### config.mk
export PLATFORM = sky130hd
export DESIGN_NAME = one_hot
export DESIGN_NICKNAME = d
export VERILOG_FILES = /design/src/rtl/one_hot.sv
export SDC_FILE = /design/constraint.sdc
export NUM_CORES = 1
export LEC_CHECK = 0
export ABC_AREA = 1
export CAP_MARGIN = 20
export CELL_PAD_IN_SITES_DETAIL_PLACEMENT = 1
export CELL_PAD_IN_SITES_GLOBAL_PLACEMENT = 1
export CORE_ASPECT_RATIO = 0.75
export CORE_MARGIN = 2
export CORE_UTILIZATION = 37
export DETAILED_ROUTE_END_ITERATION = 12
export MAX_ROUTING_LAYER = met4
export PLACE_DENSITY_LB_ADDON = 0.1
export SLEW_MARGIN = 20
export SYNTH_ARGS = -nofsm -noshare
export SYNTH_HDL_FRONTEND = slang
export SYNTH_SLANG_ARGS = --single-unit
### constraint.sdc
create_clock -name clk -period 1.27 [get_ports clk]
set_clock_uncertainty 0.05 [all_clocks]
set_input_delay 0.254 -clock clk [delete_from_list [all_inputs] [get_ports clk]]
set_output_delay 0.254 -clock clk [all_outputs]
set_load 0.05 [all_outputs]
### src/rtl/one_hot.sv
// Registered binary-to-one-hot decoder with 1-cycle latency and synchronous clear.
// Optional ONE_HOT_CHECK_EN adds a sticky popcount error flag and a re-encoded index output.
module one_hot #(
  parameter int IN_W = 6,
  localparam int OUT_W = 1 << IN_W
) (
  input  logic             clk,
  input  logic             rst_n,
  input  logic             clr,
  input  logic             in_valid,
  input  logic [IN_W-1:0]  in,
  output logic [OUT_W-1:0] out,
  output logic             out_valid
`ifdef ONE_HOT_CHECK_EN
  ,
  output logic             onehot_err,
  output logic [IN_W-1:0]  idx
`endif
);

  logic [OUT_W-1:0] dec_next;
  logic [OUT_W-1:0] out_reg;
  logic [OUT_W-1:0] out_next;
  logic             valid_reg;
  logic             valid_next;

  // One comparator per lane; every code 0..OUT_W-1 maps to exactly one lane.
  generate
    for (genvar gi = 0; gi < OUT_W; gi++) begin : g_dec
      assign dec_next[gi] = (in == IN_W'(gi));
    end
  endgenerate

  always_comb begin
    out_next   = out_reg;
    valid_next = 1'b0;
    if (clr) begin
      out_next = '0;
    end else if (in_valid) begin
      out_next   = dec_next;
      valid_next = 1'b1;
    end
  end

  always_ff @(posedge clk or negedge rst_n) begin
    if (!rst_n) begin
      out_reg   <= '0;
      valid_reg <= 1'b0;
    end else begin
      out_reg   <= out_next;
      valid_reg <= valid_next;
    end
  end

  assign out       = out_reg;
  assign out_valid = valid_reg;

`ifdef ONE_HOT_CHECK_EN
  logic            err_reg;
  logic            err_next;
  logic            multi_hot;
  logic            seen;
  logic [IN_W-1:0] idx_reg;
  logic [IN_W-1:0] idx_next;
  logic [IN_W-1:0] enc_next;

  // Popcount > 1 detector on the registered vector.
  always_comb begin
    seen      = 1'b0;
    multi_hot = 1'b0;
    for (int k = 0; k < OUT_W; k++) begin
      if (out_reg[k]) begin
        multi_hot = multi_hot | seen;
        seen      = 1'b1;
      end
    end
  end

  // OR-encoder; exact for a one-hot (or all-zero) vector.
  always_comb begin
    enc_next = '0;
    for (int k = 0; k < OUT_W; k++) begin
      if (out_next[k]) enc_next = enc_next | IN_W'(k);
    end
  end

  always_comb begin
    err_next = err_reg | multi_hot;
    idx_next = enc_next;
    if (clr) begin
      err_next = 1'b0;
      idx_next = '0;
    end
  end

  always_ff @(posedge clk or negedge rst_n) begin
    if (!rst_n) begin
      err_reg <= 1'b0;
      idx_reg <= '0;
    end else begin
      err_reg <= err_next;
      idx_reg <= idx_next;
    end
  end

  assign onehot_err = err_reg;
  assign idx        = idx_reg;
`endif

endmodule

==> results of run 1 <==
-- worst max path at each step --
stage	from	to	cells past startpoint
5_1_grt	in[2]	out[12]	6
4_1_cts	out[48]	out[48]	1
6_report	in_valid	out[39]	7
3_3_place_gp	in_valid	out[38]	5
2_1_floorplan	clr	out[24]	6
3_5_place_dp	in_valid	out[3]	5
-- synth_stat cells --
| cell | number | area, sq um |
|---|---|---|
| nor2_2 | 1 | 6.26 |
| buf_4 | 2 | 15.0 |
| dfrtp_1 | 65 | 1630 |
| nand2_1 | 204 | 766 |
| buf_2 | 6 | 30.0 |
| buf_6 | 2 | 22.5 |
| nor2_1 | 16 | 60.1 |
| inv_1 | 8 | 30.0 |
| nor2_4 | 4 | 45.0 |
| nand2_2 | 1 | 6.26 |
-- worst max-delay path: cells and delay by family --
family                 cells  cell delay (ns)
buffers and inverters      4             0.97
AND/OR/NAND/NOR            3             0.32
-- power breakdown --
part,internal [mW],switching [mW]
Sequential,2.08,0.0130
Combinational,0.157,0.241
Clock,0.954,0.855
Total,3.19,1.11
-- per-stage QoR --
step	setup TNS (ns)	power [mW]	util	std cells	worst slack, ns
floorplan	0	2.27	-	309	0.270
global placement	-18.23	2.45	0.615	476	-0.351
detailed placement	-22.04	2.46	0.615	476	-0.392
CTS	0	4.24	0.658	497	0.00761
global route	-1.08	4.45	0.672	502	-0.0570
finish	-0.0616	4.30	0.672	502	-0.0327
-- kinds of logic after synthesis --
family | Yosys count
buf+inv | 18
simple gates | 226
flops | 65
-- timing repair --
action                                  4_1_cts  5_1_grt
cloned                                        0        3
hold buffers                                  1        0
pin swaps                                     4        1
endpoints found under the setup margin       37       23
gates resized for setup                       1        9
setup buffers                                 4        2
hold endpoints to repair                     65        0
-- routing by layer --
layer	up-vias	part of all wire
met4	0	0.036
met1	1281	0.42
met3	32	0.074
li1	1130	-
met5	-	0
met2	125	0.47
-- cell type report --
cell class | instances | area, sq um
multi-input cells | 226 | 901
clock buffers | 11 | 141
clock inverters | 5 | 55.1
well taps | 84 | 105
inverters | 8 | 30.0
flip-flops and latches | 65 | 1630
fillers | 733 | 2240
repair buffers | 103 | 1730
==> metrics.cfg, run 1 <==
[floorplan]
dieArea_sq_um=7740
fp.dieH_microns=76.7
io_pins=75
core_area_sq_um=6830
die_w_microns=101
initial_core_util=0.382
fp-row-count=26

[cts]
clk_pin_slew_worst_paths_ns=0.08
htree_levels=3
cts_tree=done
cts-root-buf=clkbuf_8
clock-sinks=65
clk_latency_ns=0.35
cts_made_buffers=9
clock_path_buffers=2

[timing]
worst_pin_slew_ns=0.357
whs_ns=0.413
slew_headroom=0.762
fin_crit_ns=1.30
drv_slew=0
fin_ws_ns=-0.0327
min_period_over_period=1.03
setup_viol=4
final_hold_viol_count=0
fmax_mhz=768
rsz0062_at_grt=true

[synthesis]
synth_cell_types=10
yosys.area_share.simple=0.339
synthesis.area_sq_um=2610
yosys_warnings=0
synth-compound-area-share=0
synth_top_family_by_area=simple AND/OR/NAND/NOR gates
synthesis.nets=319
ys_seq_area_frac=0.624
synth-xor-area-share=0
ys_ff_latch=65
synthAdderAreaFrac=0
syn-mean-instance-area_sq_um=8.44
synth_mux_area_frac=0
synth_cells=309

[global_routing]
busiest_layer=met2
grt_pass1_vias=2695
gr-usage-met2=0.375
track_usage=0.253
grt_use_met1=0.341
antenna_found_initial=0
overflow=0
grt_max_degree=66
gr-usage-met3=0.0620
grt_pass1_wl_mm=14.3

[critical_path]
r2r-end=out[59]
cp.required_ns=1.51
max_stage_delay_ns=0.45
r2r_cells=2
regToRegSetupSlack_ns=0.46
setup.worst_path.class=in -> reg
path_cells=clkdlybuf4s50_1 > buf_4 > nor2_4 > buf_4 > clkbuf_16 > nand2_1 > nand2_1
critPathMaxFanout=11
r2r-start=out[59]
cp-end-kind=flop
cpMaxStageDelayCell=clkdlybuf4s50_1
cp.arrival_ns=1.55
setup.worst_path.start_class=input pin

[final_layout]
drive_gt1_frac=0.292
final_cell_mix=201 x nand2_1, 71 x buf_12, 63 x dfrtp_1
fin_nets=423
finalInstanceArea_sq_um=4590
layout_commonest_cell=nand2_1
diodes=0
largest_register_ffs=64
syn_to_final_growth_pct=76.1

[placement]
hpwlAfterDp_mm=5.64
place.gp.congestion=0.813
numPortBuffers=74
postPlaceCellArea_sq_um=4200

[outcome]
violations=negative setup slack
status=complete, but fails checks

[power]
p_per_area_nw_per_um2=936
p_leak_nw=2.38
irDropWorstVdd_v=0.000541

[route]
drc=0
drt-total-wl_mm=9.93
ant_nets=0
firstDrtPassIters=5
viasPerCell=5.12
drt_iter0_drc=119
wire_per_inst_microns=19.8
vias=2568

[run]
max_cap_viol_count=0

[hold_path]
worst_hold_path_type=in -> async

(Power assumes the default switching activity.)
==> run 2, diff against run 1 <==
Settings changed: HOLD_SLACK_MARGIN from default to 0.02, REMOVE_ABC_BUFFERS from default to 1.
==> metrics.cfg, run 2 (same netlist as run 1, synthesis figures left out) <==
[outcome]
status=completed

[power]
p_switching_mw=0.955
cellInternalPower_mw=3.08
p_per_area_nw_per_um2=910
power.total_mw=4.04
irDropWorstVdd_v=0.000567
swShare=0.237
p_comb_frac=0.084
pwr-share-clk=0.397
p_leak_nw=2.33
seqPwrFrac=0.519

[final_layout]
utilization=0.649
multiInputGateArea_sq_um=901
fin_nets=418
finalInstanceArea_sq_um=4440
largest_register_ffs=64
final_cells=494
seqCellArea_sq_um=1630
drive_gt1_frac=0.263
layout_commonest_cell=nand2_1
syn_to_final_growth_pct=70.2
n_fill_cell=732
final_cell_mix=204 x nand2_1, 68 x buf_12, 65 x dfrtp_1
diodes=0

[route]
vias=2371
wire_per_inst_microns=16.8
drt_iter0_drc=105
firstDrtPassIters=4
viasPerCell=4.80
drc=0
drt-total-wl_mm=8.29
ant_nets=0

[critical_path]
max_stage_delay_ns=0.44
critical_path_buf_inv_count=1
cp-end-kind=output port
setup.worst_path.class=reg -> out
path_cells=buf_12
setup.worst_path.start_class=flop
cpMaxStageDelayCell=dfrtp_1
cp.arrival_ns=0.95
critPathMaxFanout=2
cpLargestDelayFamily=flip-flops
cp.required_ns=0.97

[timing]
worst_pin_slew_ns=0.350
drv_slew=0
fmax_mhz=795
fin_ws_ns=0.0119
rsz0062_at_grt=true
final_hold_viol_count=0
fin_crit_ns=1.26
fin_tns_setup_ns=0
min_period_over_period=0.991
whs_ns=0.314
slew_headroom=0.766
setup_viol=0

[global_routing]
grt_pass1_vias=2674
grt_max_degree=66
overflow=0
antenna_found_initial=0
track_usage=0.244
grt_pass1_wl_mm=13.9

[floorplan]
fp-row-count=26
core_area_sq_um=6830
dieArea_sq_um=7740
fp.dieH_microns=76.7
die_w_microns=101
initial_core_util=0.382
io_pins=75

[cts]
clk_latency_ns=0.34
clock-sinks=65
htree_levels=3
clock_path_buffers=2
clk_pin_slew_worst_paths_ns=0.07
cts-root-buf=clkbuf_8
cts_made_buffers=9
cts_tree=done

[hold_path]
worst_hold_path_type=in -> reg

[placement]
hpwlAfterDp_mm=5.41
place_ws_ns=-0.512
placedCellCount=469
postPlaceCellArea_sq_um=4150
numPortBuffers=74
place.gp.congestion=0.783

[run]
max_cap_viol_count=0

## run 2: power groups by stage
stage	logic, mW	registers [mW]	clock network, mW
after CTS	0.334	2.09	1.64
after global routing	0.367	2.09	1.73
final	0.338	2.09	1.60
after global placement	0.310	2.13	0
after floorplan	0.0875	2.16	0
after detailed placement	0.318	2.13	0
## run 2: final cells by class
cell class | count | area share
clock buffers | 12 | 0.0305
clock inverters | 1 | 0.00677
inverters | 8 | 0.00677
multi-input cells | 226 | 0.203
flip-flops and latches | 65 | 0.367
well taps | 84 | 0.0237
repair buffers | 98 | 0.363
## run 2: path summary, 6_finish.rpt
kind | from | end | slack [ns] | cells past startpoint
worst max-delay path | out[30] | out[30] | 0.01 | 1
worst min-delay path | in_valid | out_valid | 0.31 | 3
worst max register to register | out[24] | out[24] | 0.42 | 3
worst min register to register | out[52] | out[52] | 0.49 | 2
max in group asynchronous | rst_n | out[25] | 0.47 | 3
min in group asynchronous | rst_n | out[5] | 0.41 | 3
## run 2: repair_timing
action,in CTS,in global routing
hold endpoints to repair,65,0
hold buffers,1,0
buffers inserted,8,3
pin swaps,4,0
endpoints found under the setup margin,64,37
resized for setup,0,5
## run 2: routing by layer
metal  GRT usage  up-vias  part of all wire
met5           -        -                 0
met2       0.385       53              0.52
met4      0.0743        0             0.011
met3      0.0684       10             0.041
li1            -     1116                 -
met1       0.307     1192              0.43
==> variant 1: new RTL, settings of run 2 <==
The parameter `IN_W` goes from 6 to 7.
--- a/src/rtl/one_hot.sv
+++ b/src/rtl/one_hot.sv
@@ -1,7 +1,7 @@
 // Registered binary-to-one-hot decoder with 1-cycle latency and synchronous clear.
 // Optional ONE_HOT_CHECK_EN adds a sticky popcount error flag and a re-encoded index output.
 module one_hot #(
-  parameter int IN_W = 6,
+  parameter int IN_W = 7,
   localparam int OUT_W = 1 << IN_W
 ) (
   input  logic             clk,
Ports: changed (resized in and out); port bits go from 75 to 140. The function was not compared with the original's and may differ.
==> variant 1 against run 2 <==
The flow now finishes with violations (negative setup slack); worst hold slack got worse by 49 ps; wire length rose to 3.2 times the old value; worst setup slack got worse by 160 ps; power rose to 2.6 times the old value; sequential cell count rose by 64; critical path depth rose by 7; final area rose by 120%; synthesized area rose by 96%; critical path type is now primary input to register; critical endpoint is now out[15].
==> variant 1: results (changes against run 2) <==
outcome=finished with violations; failing checks=negative setup slack; total CTS buffers=17 (+8); Yosys cell types=11 (+1); H-tree Lvls=4 (+1); placed instance area=8270 um^2 (+99%); family with the most delay on the worst path=buffers and inverters; share of layout cells above drive strength 1=37.0% (+11 points); vias in the first global route=5806 (+120%); final setup fails=192 (+192); post-DR vias/cell=5.60 (+17%); Via Count=5732 (+140%); Detailed Place HPWL=12.7 mm (+140%); power share of the combinational group=7.2% (-1.2 points); max reg flops=128 (+100%); Final nets=847 (+100%); largest net degree at the start of global routing=54 (-18%); Data arrival, critical path=1720 ps (+770 ps); pre-CTS setup slack=-614 ps (-102 ps); Hold Crit Class=primary input to asynchronous set/reset pin; setup_tns=-8930 ps (-8930 ps); first-pass GRT wire length=33.2 mm (+140%); max incr delay on CP=490 ps (+50 ps); setup ws final=-149 ps (-161 ps); Seq/Total Area, Yosys=63.1% (+0.70 points); worst skew pair latency=420 ps (+80 ps); CP Max Fanout=7 (+5); Placer Congestion=0.801 (+2.3%); power share of the clock group=52.9% (+13 points); pwr dens=1060 nW/um^2 (+17%); WHS=264 ps (-49.5 ps); Slew HR=71.6% (-5.1 points); maximum VDD drop=0.942 mV (+66%); clock root cell=clkbuf_16; total global-route track usage=30.5% (+6.1 points); DRT Pass-1 Iters=5 (+1); Synth Instances=596 (+93%); 1st-iter DRT viols=389 (+270%); Fill cells=1337 (+83%); Port Buf Inserts=139 (+88%); critical path's slowest cell=clkdlybuf4s50_1; internal reg-to-reg setup slack=260 ps (-160 ps)
## variant 1: cell count changes after synthesis, sizes merged
cell | run 2 | this run
buf | 10 | 17
clkbuf | 0 | 14
dfrtp | 65 | 129
inv | 8 | 10
nand2 | 205 | 308
nand3 | 0 | 91
nor2 | 21 | 27
## variant 1: timing repair
action,CTS,global route
hold buffers,1,0
gates resized for setup,19,44
setup buffers,37,39
endpoints found under the setup margin,236,251
pin swaps,0,6
cloned,1,1
hold endpoints to repair,30,0
## variant 1: final timing paths
| path | from | to | depth (start not counted) |
|---|---|---|---|
| max in group asynchronous | rst_n | out[1] | 3 |
| hold / removal | rst_n | out[27] | 2 |
| setup / recovery | in[5] | out[15] | 8 |
| hold reg to reg | out[81] | out[81] | 2 |
| setup reg to reg | out[79] | out[79] | 4 |
| min in group clk | in[0] | out[123] | 5 |
## variant 1: cell families (layout without fill, tap and decap cells)
logic type	after synthesis	after routing	synth area share, %
buffers and inverters	41	293	3.35
DFF	129	129	63.1
and+or+nand+nor	426	426	33.6
## variant 1: metal layers
layer,vias up,wire (um),track usage (%)
li1,2347,-,-
met3,78,1700,5.22
met5,-,0,-
met1,2979,10400,38.1
met2,328,13600,49.9
met4,0,835,11.9
## variant 1: final cells by class
type / instances / area, um^2 / area share (%)
clock buffers: 21 / 450 / 4.62
well taps: 175 / 219 / 2.25
clock inverters: 10 / 184 / 1.89
repair buffers: 252 / 3730 / 38.2
inverters: 10 / 40.0 / 0.411
flip-flops and latches: 129 / 3240 / 33.3
multi-input cells: 426 / 1880 / 19.3
==> variant 2: new RTL, settings of run 2 <==
Made on the original files. Register the output `out` once more, without a reset; this adds one clock of latency there. The other outputs are not delayed to match.
--- a/src/rtl/one_hot.sv
+++ b/src/rtl/one_hot.sv
@@ -52,7 +52,9 @@
     end
   end
 
-  assign out       = out_reg;
+  always_ff @(posedge clk) begin
+    out <= out_reg;
+  end
   assign out_valid = valid_reg;
 
 `ifdef ONE_HOT_CHECK_EN
Check against the original RTL: not equivalent (a bounded check fails within 4 cycles, from zero or initial values and one cycle with rst_n low).
==> variant 2 against run 2 <==
Sequential cell count is 64 higher; register-to-register slack better by 120 ps; cell count is 26% higher; critical path depth stayed put; power is 120% higher; highest routed layer unchanged; via count is 18% higher; clock power grew to 2.8 times the old value; wire length is 23% higher; largest power group is now the clock network; synthesized area is 49% higher; global-route usage is 4.4 points lower; worst setup slack worse by 12 ps; final area is 39% higher.
==> variant 2: results (changes against run 2) <==
Data arrival, critical path=970 ps (+20 ps); max reg flops=128 (+100%); Placer Congestion=0.749 (-4.3%); worst skew pair latency=420 ps (+80 ps); Post-CTS Resized=3 (+3); total global-route track usage=19.9% (-4.4 points); met2 Usage GRT=29.7% (-8.7 points); Yosys cell types=11 (+1); Setup Buffers After CTS=0 (-8); asr flop ratio synth=50.4% (-50 points); max incr delay on CP=390 ps (-50 ps); Detailed Place HPWL=6.01 mm (+11%); vias in the first global route=3074 (+15%); met3 wire length=444 um (+32%); FF/Latch Area=2920 um^2 (+80%); wl on met1=4.51 mm (+26%); Final clock-cell share=8.81% (+5.1 points); top post-synthesis cells by area=dfrtp_1 (42%), dfxtp_1 (33%), nand2_1 (20%), nor2_1 (1.5%), nor2_4 (1.2%); Seq/Total Area, Yosys=74.8% (+12 points); total CTS buffers=17 (+8); DRT Wirelength=10.2 mm (+23%); Synth Instances=373 (+21%); Slew HR=75.3% (-1.3 points); met1 usage=25.6% (-5.2 points); Pleak=2.99 nW (+28%); Cells after DPL=583 (+24%); outcome=finished clean; Multi-input gate area=893 um^2 (-0.83%); Synth top cells by count=nand2_1 (204), dfrtp_1 (65), dfxtp_1 (64); Via Count=2804 (+18%); share of layout cells above drive strength 1=26.0% (-0.31 points); 1st-iter DRT viols=164 (+56%); Fill cells=1093 (+49%); Final nets=481 (+15%); chip width=122 um (+21%); Non-CTS buffers=89 (-9.2%); CLK BUF=22 (+10); num sequential=129 (+98%); M3 GR Usage=5.85% (-0.99 points); signal buffers share of area=25.8% (-10 points); CP Max Fanout=1 (-1)
## variant 2: worst paths after layout
| check | to | cells after the start | from | slack (ps) |
|---|---|---|---|---|
| setup reg to reg | out_reg[45] | 2 | out_reg[45] | 540 |
| hold reg to reg | out[9] | 0 | out_reg[9] | 320 |
| setup / recovery | out[39] | 1 | out[39] | 0.02 |
| hold / removal | out_valid | 3 | rst_n | 320 |
| max in group asynchronous | out_reg[45] | 3 | rst_n | 540 |
| min in group clk | out[9] | 0 | out_reg[9] | 320 |
## variant 2: report_power, final
part	switching (mW)	total [mW]	internal, mW
combinational	0.212	0.340	0.128
sequential	0.0161	4.12	4.10
clock	1.77	4.50	2.73
## variant 2: metrics by stage
step                area, um^2  utilization [%]  setup WS, ps
floorplan                 3820                -          -477
global placement          5500             53.6          -385
detailed placement        5500             53.6          -435
CTS                       6050             59.1         -15.7
global route              6150             60.0         -29.5
finish                    6150             60.0        0.0194
